[config.mk]
export PLATFORM = sky130hd
export DESIGN_NAME = trackball_decoder
export DESIGN_NICKNAME = d
export VERILOG_FILES = /design/src/rtl/trackball_decoder.sv
export SDC_FILE = /design/constraint.sdc
export NUM_CORES = 1
export LEC_CHECK = 0
export ABC_AREA = 1
export CELL_PAD_IN_SITES_DETAIL_PLACEMENT = 1
export CELL_PAD_IN_SITES_GLOBAL_PLACEMENT = 1
export CORE_UTILIZATION = 28
export CTS_BUF_LIST = sky130_fd_sc_hd__clkbuf_8
export CTS_CLUSTER_DIAMETER = 120
export DETAILED_ROUTE_END_ITERATION = 10
export HOLD_SLACK_MARGIN = 0.05
export MAX_ROUTING_LAYER = met4
export PLACE_DENSITY = 0.63
export SLEW_MARGIN = 10
export SYNTH_ARGS = -nofsm -noshare
export SYNTH_HDL_FRONTEND = slang
export SYNTH_SLANG_ARGS = --single-unit
[constraint.sdc]
create_clock -name clk -period 2 [get_ports clk]
set_input_delay 0.2 -clock clk [delete_from_list [all_inputs] [get_ports clk]]
set_output_delay 0.2 -clock clk [all_outputs]
set_load 0.05 [all_outputs]
[src/rtl/trackball_decoder.sv]
// trackball_decoder: synchronized, glitch-filtered two-axis trackball step counters with CPU snapshot read
module trackball_decoder #(
  parameter int CNT_WIDTH = 4,
  parameter int FILT_CYCLES = 3
) (
  input  logic                   clk,
  input  logic                   reset_n,
  input  logic                   h_clk,
  input  logic                   h_dir,
  input  logic                   v_clk,
  input  logic                   v_dir,
  input  logic                   flip,
  input  logic                   hold,
  input  logic                   clr,
  input  logic                   rd,
  output logic [2*CNT_WIDTH-1:0] dout,
  output logic                   dvalid
);
  localparam logic [3:0] RUN_LAST = 4'(FILT_CYCLES - 1);
  logic [3:0] s1, s2, f, acc;
  logic [3:0][3:0] run;
  logic [1:0] arm, step, up;
  logic [CNT_WIDTH-1:0] h_cnt, v_cnt;
  always_comb begin
    for (int i = 0; i < 4; i++) acc[i] = (s2[i] != f[i]) && (run[i] == RUN_LAST);
    for (int a = 0; a < 2; a++) begin
      step[a] = arm[a] && acc[2*a] && s2[2*a] && !hold;
      up[a] = f[2*a+1] ^ flip;
    end
  end
  always_ff @(posedge clk)
    if (!reset_n) begin
      s1 <= '0;
      s2 <= '0;
      f <= '0;
      run <= '0;
      arm <= '0;
      h_cnt <= '0;
      v_cnt <= '0;
      dout <= '0;
      dvalid <= 1'b0;
    end else begin
      s1 <= {v_dir, v_clk, h_dir, h_clk};
      s2 <= s1;
      for (int i = 0; i < 4; i++) begin
        run[i] <= (s2[i] == f[i] || acc[i]) ? 4'd0 : run[i] + 4'd1;
        if (acc[i]) f[i] <= s2[i];
      end
      arm <= arm | {acc[2], acc[0]};
      h_cnt <= clr ? '0 : step[0] ? h_cnt + {{(CNT_WIDTH-1){~up[0]}}, 1'b1} : h_cnt;
      v_cnt <= clr ? '0 : step[1] ? v_cnt + {{(CNT_WIDTH-1){~up[1]}}, 1'b1} : v_cnt;
      if (rd) dout <= {v_cnt, h_cnt};
      dvalid <= rd;
    end
endmodule

# Word-level counts from Yosys, hierarchy flattened
# Index checks and enable logic that the tools add are counted.
dict set report classes {
  add_sub_neg 6
  n_mul 0
  div 0
  n_lt_le_gt_ge 0
  n_eq_ne 12
  shifts 0
  muxes 0
  bitwise_logic 6
  n_reduce_logical 20
}
# cell n
set op_table {}
lappend op_table {{adder 4 x 1 -> 4 bit, second input constant} 4}
lappend op_table {{equality test 4 x 2 -> 1 bit, second input constant} 4}
lappend op_table {{logical AND 1 bit} 10}
lappend op_table {{OR reduction 2 bit} 5}
lappend op_table {{adder 4 bit} 2}
lappend op_table {{equality test 1 bit} 4}
lappend op_table {{logical OR 1 bit} 4}
lappend op_table {{inequality test 1 bit} 4}
lappend op_table {{NOT 1 bit} 3}
lappend op_table {{bitwise OR 2 bit} 1}
lappend op_table {{bitwise XOR 1 bit} 2}
lappend op_table {{logical NOT 1 bit} 1}
dict set report totals {
  ff_bits 47
  latch_bits 0
  ramBits 0
  romBits 0
  inputBits 10
  output_inout_bits 9
  word_cells 59
  memories 0
}

# Longest topological paths before layout
dict set report logic_depth {
  ltp_word 5
  mapped_depth 12
}

# Least setup slack after synthesis
# OpenSTA, ideal clock, no wires.
dict set report synth_path {
  path_kind {register to register}
  startpoint {reg f[1]}
  endpoint {reg h_cnt[2]}
  setup_time_ns 0.110
  t_arrival_ns 1.265
  required_ns 1.890
  path_slack_ns 0.625
  path_stages_with_launch 13
  path_buffers 0
  cell_sequence {dfxtp_1 > inv_1 > nand2_1 > nand3_1 > nand2_1 > inv_1 > ha_1 > inv_1 > nand2_1 > xor2_1 > nand2_1 > nand3_1 > inv_1}
}
dict set report synth_via {
  elab_chain_cells 3
}
# item line
set synth_rtl {}
lappend synth_rtl {{start, declared} 20} ;# logic [3:0] s1, s2, f, acc;
lappend synth_rtl {{start signal, assigned by index} 47} ;# if (acc[i]) f[i] <= s2[i];
lappend synth_rtl {{bitwise XOR 1 bit} 28} ;# up[a] = f[2*a+1] ^ flip;
lappend synth_rtl {{NOT 1 bit} 50} ;# h_cnt <= clr ? '0 : step[0] ? h_cnt + {{(CNT_WIDTH-1){~up[0]}}, 1'b1} : h_cnt;
lappend synth_rtl {{adder 4 bit} 50}
lappend synth_rtl {{end signal, assigned} 50}
lappend synth_rtl {{end, declared} 23} ;# logic [CNT_WIDTH-1:0] h_cnt, v_cnt;
# No other way between the ends.
# A chain may end at the register's enable or synchronous reset.

# Worst setup path after layout
dict set report layout_path {
  startpoint {reg dout[6]}
  endpoint {out dout[6]}
}
# item line
set layout_lines {}
lappend layout_lines {{start, declared} 16} ;# output logic [2*CNT_WIDTH-1:0] dout,
lappend layout_lines {{start signal, assigned} 52} ;# if (rd) dout <= {v_cnt, h_cnt};
# No word-level cell between the ends.

==> flow_summary_export.csv <==
group,metric,value,unit
status,status,"complete, no violations",
critical_path,critPathLaunchType,"flip-flop",
route,vias,1588,
cts,insertion_delay,0.30,ns
route,via_per_inst,4.23,
global_route,grt_pass1_vias,1568,
cts,cts_hold_buf,0,
timing,fin_crit,1.68,ns
floorplanning,die_area,7500,um^2
worst_hold_path,hold_class,"input port to flip-flop",
route,route.detailed.wl_per_inst,10.4,um
critical_path,end_kind,"primary output",
timing,setup_violations,0,
placement,dp.final_hpwl,2.94,mm
timing,worst_pin_slew,0.572,ns
yosys,avgSynthCellArea,7.83,um^2
yosys,synthCells,256,
timing,skew,0.00512,ns
critical_path,crit_path_max_incr_delay,0.82,ns
critical_path,worst_path_max_delay_cell,"clkdlybuf4s50_1",
critical_path,worstSetupPathType,"flip-flop to primary output",
floorplanning,io_pins,19,
critical_path,worstPathCellList,"clkdlybuf4s50_1",
route,wl,3.92,mm
global_route,grtUsageTotal,12.2,%
power_and_ir_drop,ir_worst_vdd,342,uV
timing,relSlewSlack,61.7,%
power_and_ir_drop,powerDensity,741,nW/um^2
critical_path,crit_required,1.80,ns
finish,fill_cells,836,
finish,layout_common_cells,"47 x dfxtp_1, 44 x nand2_1, 41 x inv_1",
route,drt_first_pass_iters,4,
floorplanning,fp-row-count,30,
finish,final_nets,299,
global_route,grt_pass1_wl,6.84,mm
finish,drive_above_1_share,6.45,%
cts,tritoncts,"built",
global_route,grt_max_degree,22,
timing,tns,0,ns
cts,htreeDepth,2,
critical_path,cp_data_arrival_time,1.48,ns
cts,post_cts_buffers,0,
timing,setup_slack,0.320,ns
critical_path,crit_fanout,2,
finish,final_util,35.0,%
critical_path,crit_family,"buffers and inverters",
power_and_ir_drop,leakagePower,1.04,nW
route,ant_nets,0,
global_route,antenna_found_initial,0,
placement,portBuffers,18,
timing,rsz0062_at_grt,"no",
finish,diodes,0,
route,drtIter0Drc,36,
cts,post_cts_resized,0,
yosys,ys_ff_latch,47,
placement,dp_slack,0.0794,ns
placement,placed_area,2300,um^2
yosys,netlist_area,2000,um^2
timing,fmax,595,MHz
finish,area_growth,20.0,%
power_and_ir_drop,p_total,1.78,mW
cts,clockBufferDepth,2,
timing,period_share,84.0,%
finish,seq_area,941,um^2
yosys,syn_nets,276,
placement,routabilityCongestion,0.760,
yosys,ys_seq_area_share,46.9,%
job,drv_cap,0,
cts,root_buffer,"clkbuf_8",
finish,stdcell_area,2410,um^2
timing,slew_viol_final,0,
finish,layout_commonest_cell,"dfxtp_1",
critical_path,cp_num_buf_inv,1,
floorplanning,die_w,86.6,um
floorplanning,start_util,29.2,%
yosys,yosysWarnings,0,
yosys,yosysUniqueCellTypes,22,
cts,cts_buffers,5,
global_route,gr-total-overflow,0,
floorplanning,core,6870,um^2
route,drc,0,
cts,clkTransAtPathRegs,0.08,ns
finish,multi_input_area,886,um^2
cts,numClockSinks,47,
timing,hold_viol_final,0,
floorplanning,fp.dieH,86.6,um
registers in the layout, indices dropped and copies added, names as in the netlist:
register,count
dout,8
s2,4
f,4
s1,4
dvalid,1
v_cnt,4
arm,2
h_cnt,4
run,16
layer usage:
metal	global-route usage, %	wire length, um	vias up
met5	-	0	-
met4	5.91	85	0
met3	2.86	123	7
met2	19.0	1650	20
met1	14.9	2060	716
li1	-	-	845
cell families (layout without fill, tap and decap cells):
group                      count (synthesis)  after routing  share of synthesized area [%]
adders and majority gates                 10             10                           6.24
and+or+nand+nor                           97             97                           21.3
DFF                                       47             47                           46.9
buffers and inverters                     47             70                           8.86
xor gates and xnor gates                  13             13                           5.68
AOI/OAI and AO/OA                         42             42                           10.9
layout make-up:
| class | instances | area share (%) |
|---|---|---|
| Clock inverter | 2 | 1.56 |
| Timing Repair Buffer | 19 | 7.80 |
| Tap cell | 96 | 4.99 |
| Clock buffer | 5 | 2.86 |
| Multi-Input combinational cell | 162 | 36.8 |
| Sequential cell | 47 | 39.1 |
| Inverter | 44 | 6.86 |
power breakdown:
| part | total [mW] | leakage (nW) | internal, mW | switching, mW |
|---|---|---|---|---|
| sequential | 0.964 | 0.382 | 0.954 | 0.00955 |
| combinational | 0.139 | 0.612 | 0.0512 | 0.0873 |
| clock | 0.681 | 0.0502 | 0.365 | 0.315 |
cells in the mapped netlist (all sizes together):
master	number	area, um^2
xor2	9	78.8
nand4	1	12.5
o21ai	19	95.1
a21oi	21	109
nand3	20	100
o211ai	1	7.51
a211oi	1	7.51
clkbuf	2	7.51
nor3b	2	25.0
nand2	48	190
ha	10	125
xnor2	4	35.0
inv	42	158
dfxtp	47	941
clkinv	2	7.51
buf	1	5.00
nor2	26	100
stage by stage:
| step | hold WS (ns) | cells |
|---|---|---|
| final | 0.422 | 375 |
| after global routing | 0.444 | 375 |
| after CTS | 0.412 | 375 |
| after detailed placement | 0.403 | 368 |
| after global placement | 0.396 | 368 |
| after floorplan | 0.298 | 256 |
final timing paths:
path	from	end	slack, ns	cells after the start
hold reg to reg	s1[3]$_SDFF_PN0_	s2[3]$_SDFF_PN0_	0.42	2
setup / recovery	dout[6]$_SDFFE_PN0P_	dout[6]	0.32	1
setup reg to reg	f[3]$_SDFFE_PN0P_	v_cnt[2]$_SDFFE_PP0P_	0.46	12
hold / removal	h_dir	s1[1]$_SDFF_PN0_	0.42	3
tightest hold or removal path, cell delays in order:
cell             delay (ns)
clkdlybuf4s50_1        0.39
nand2_1                0.06
inv_1                  0.03
Note: power is estimated with default switching activity, not from simulation.
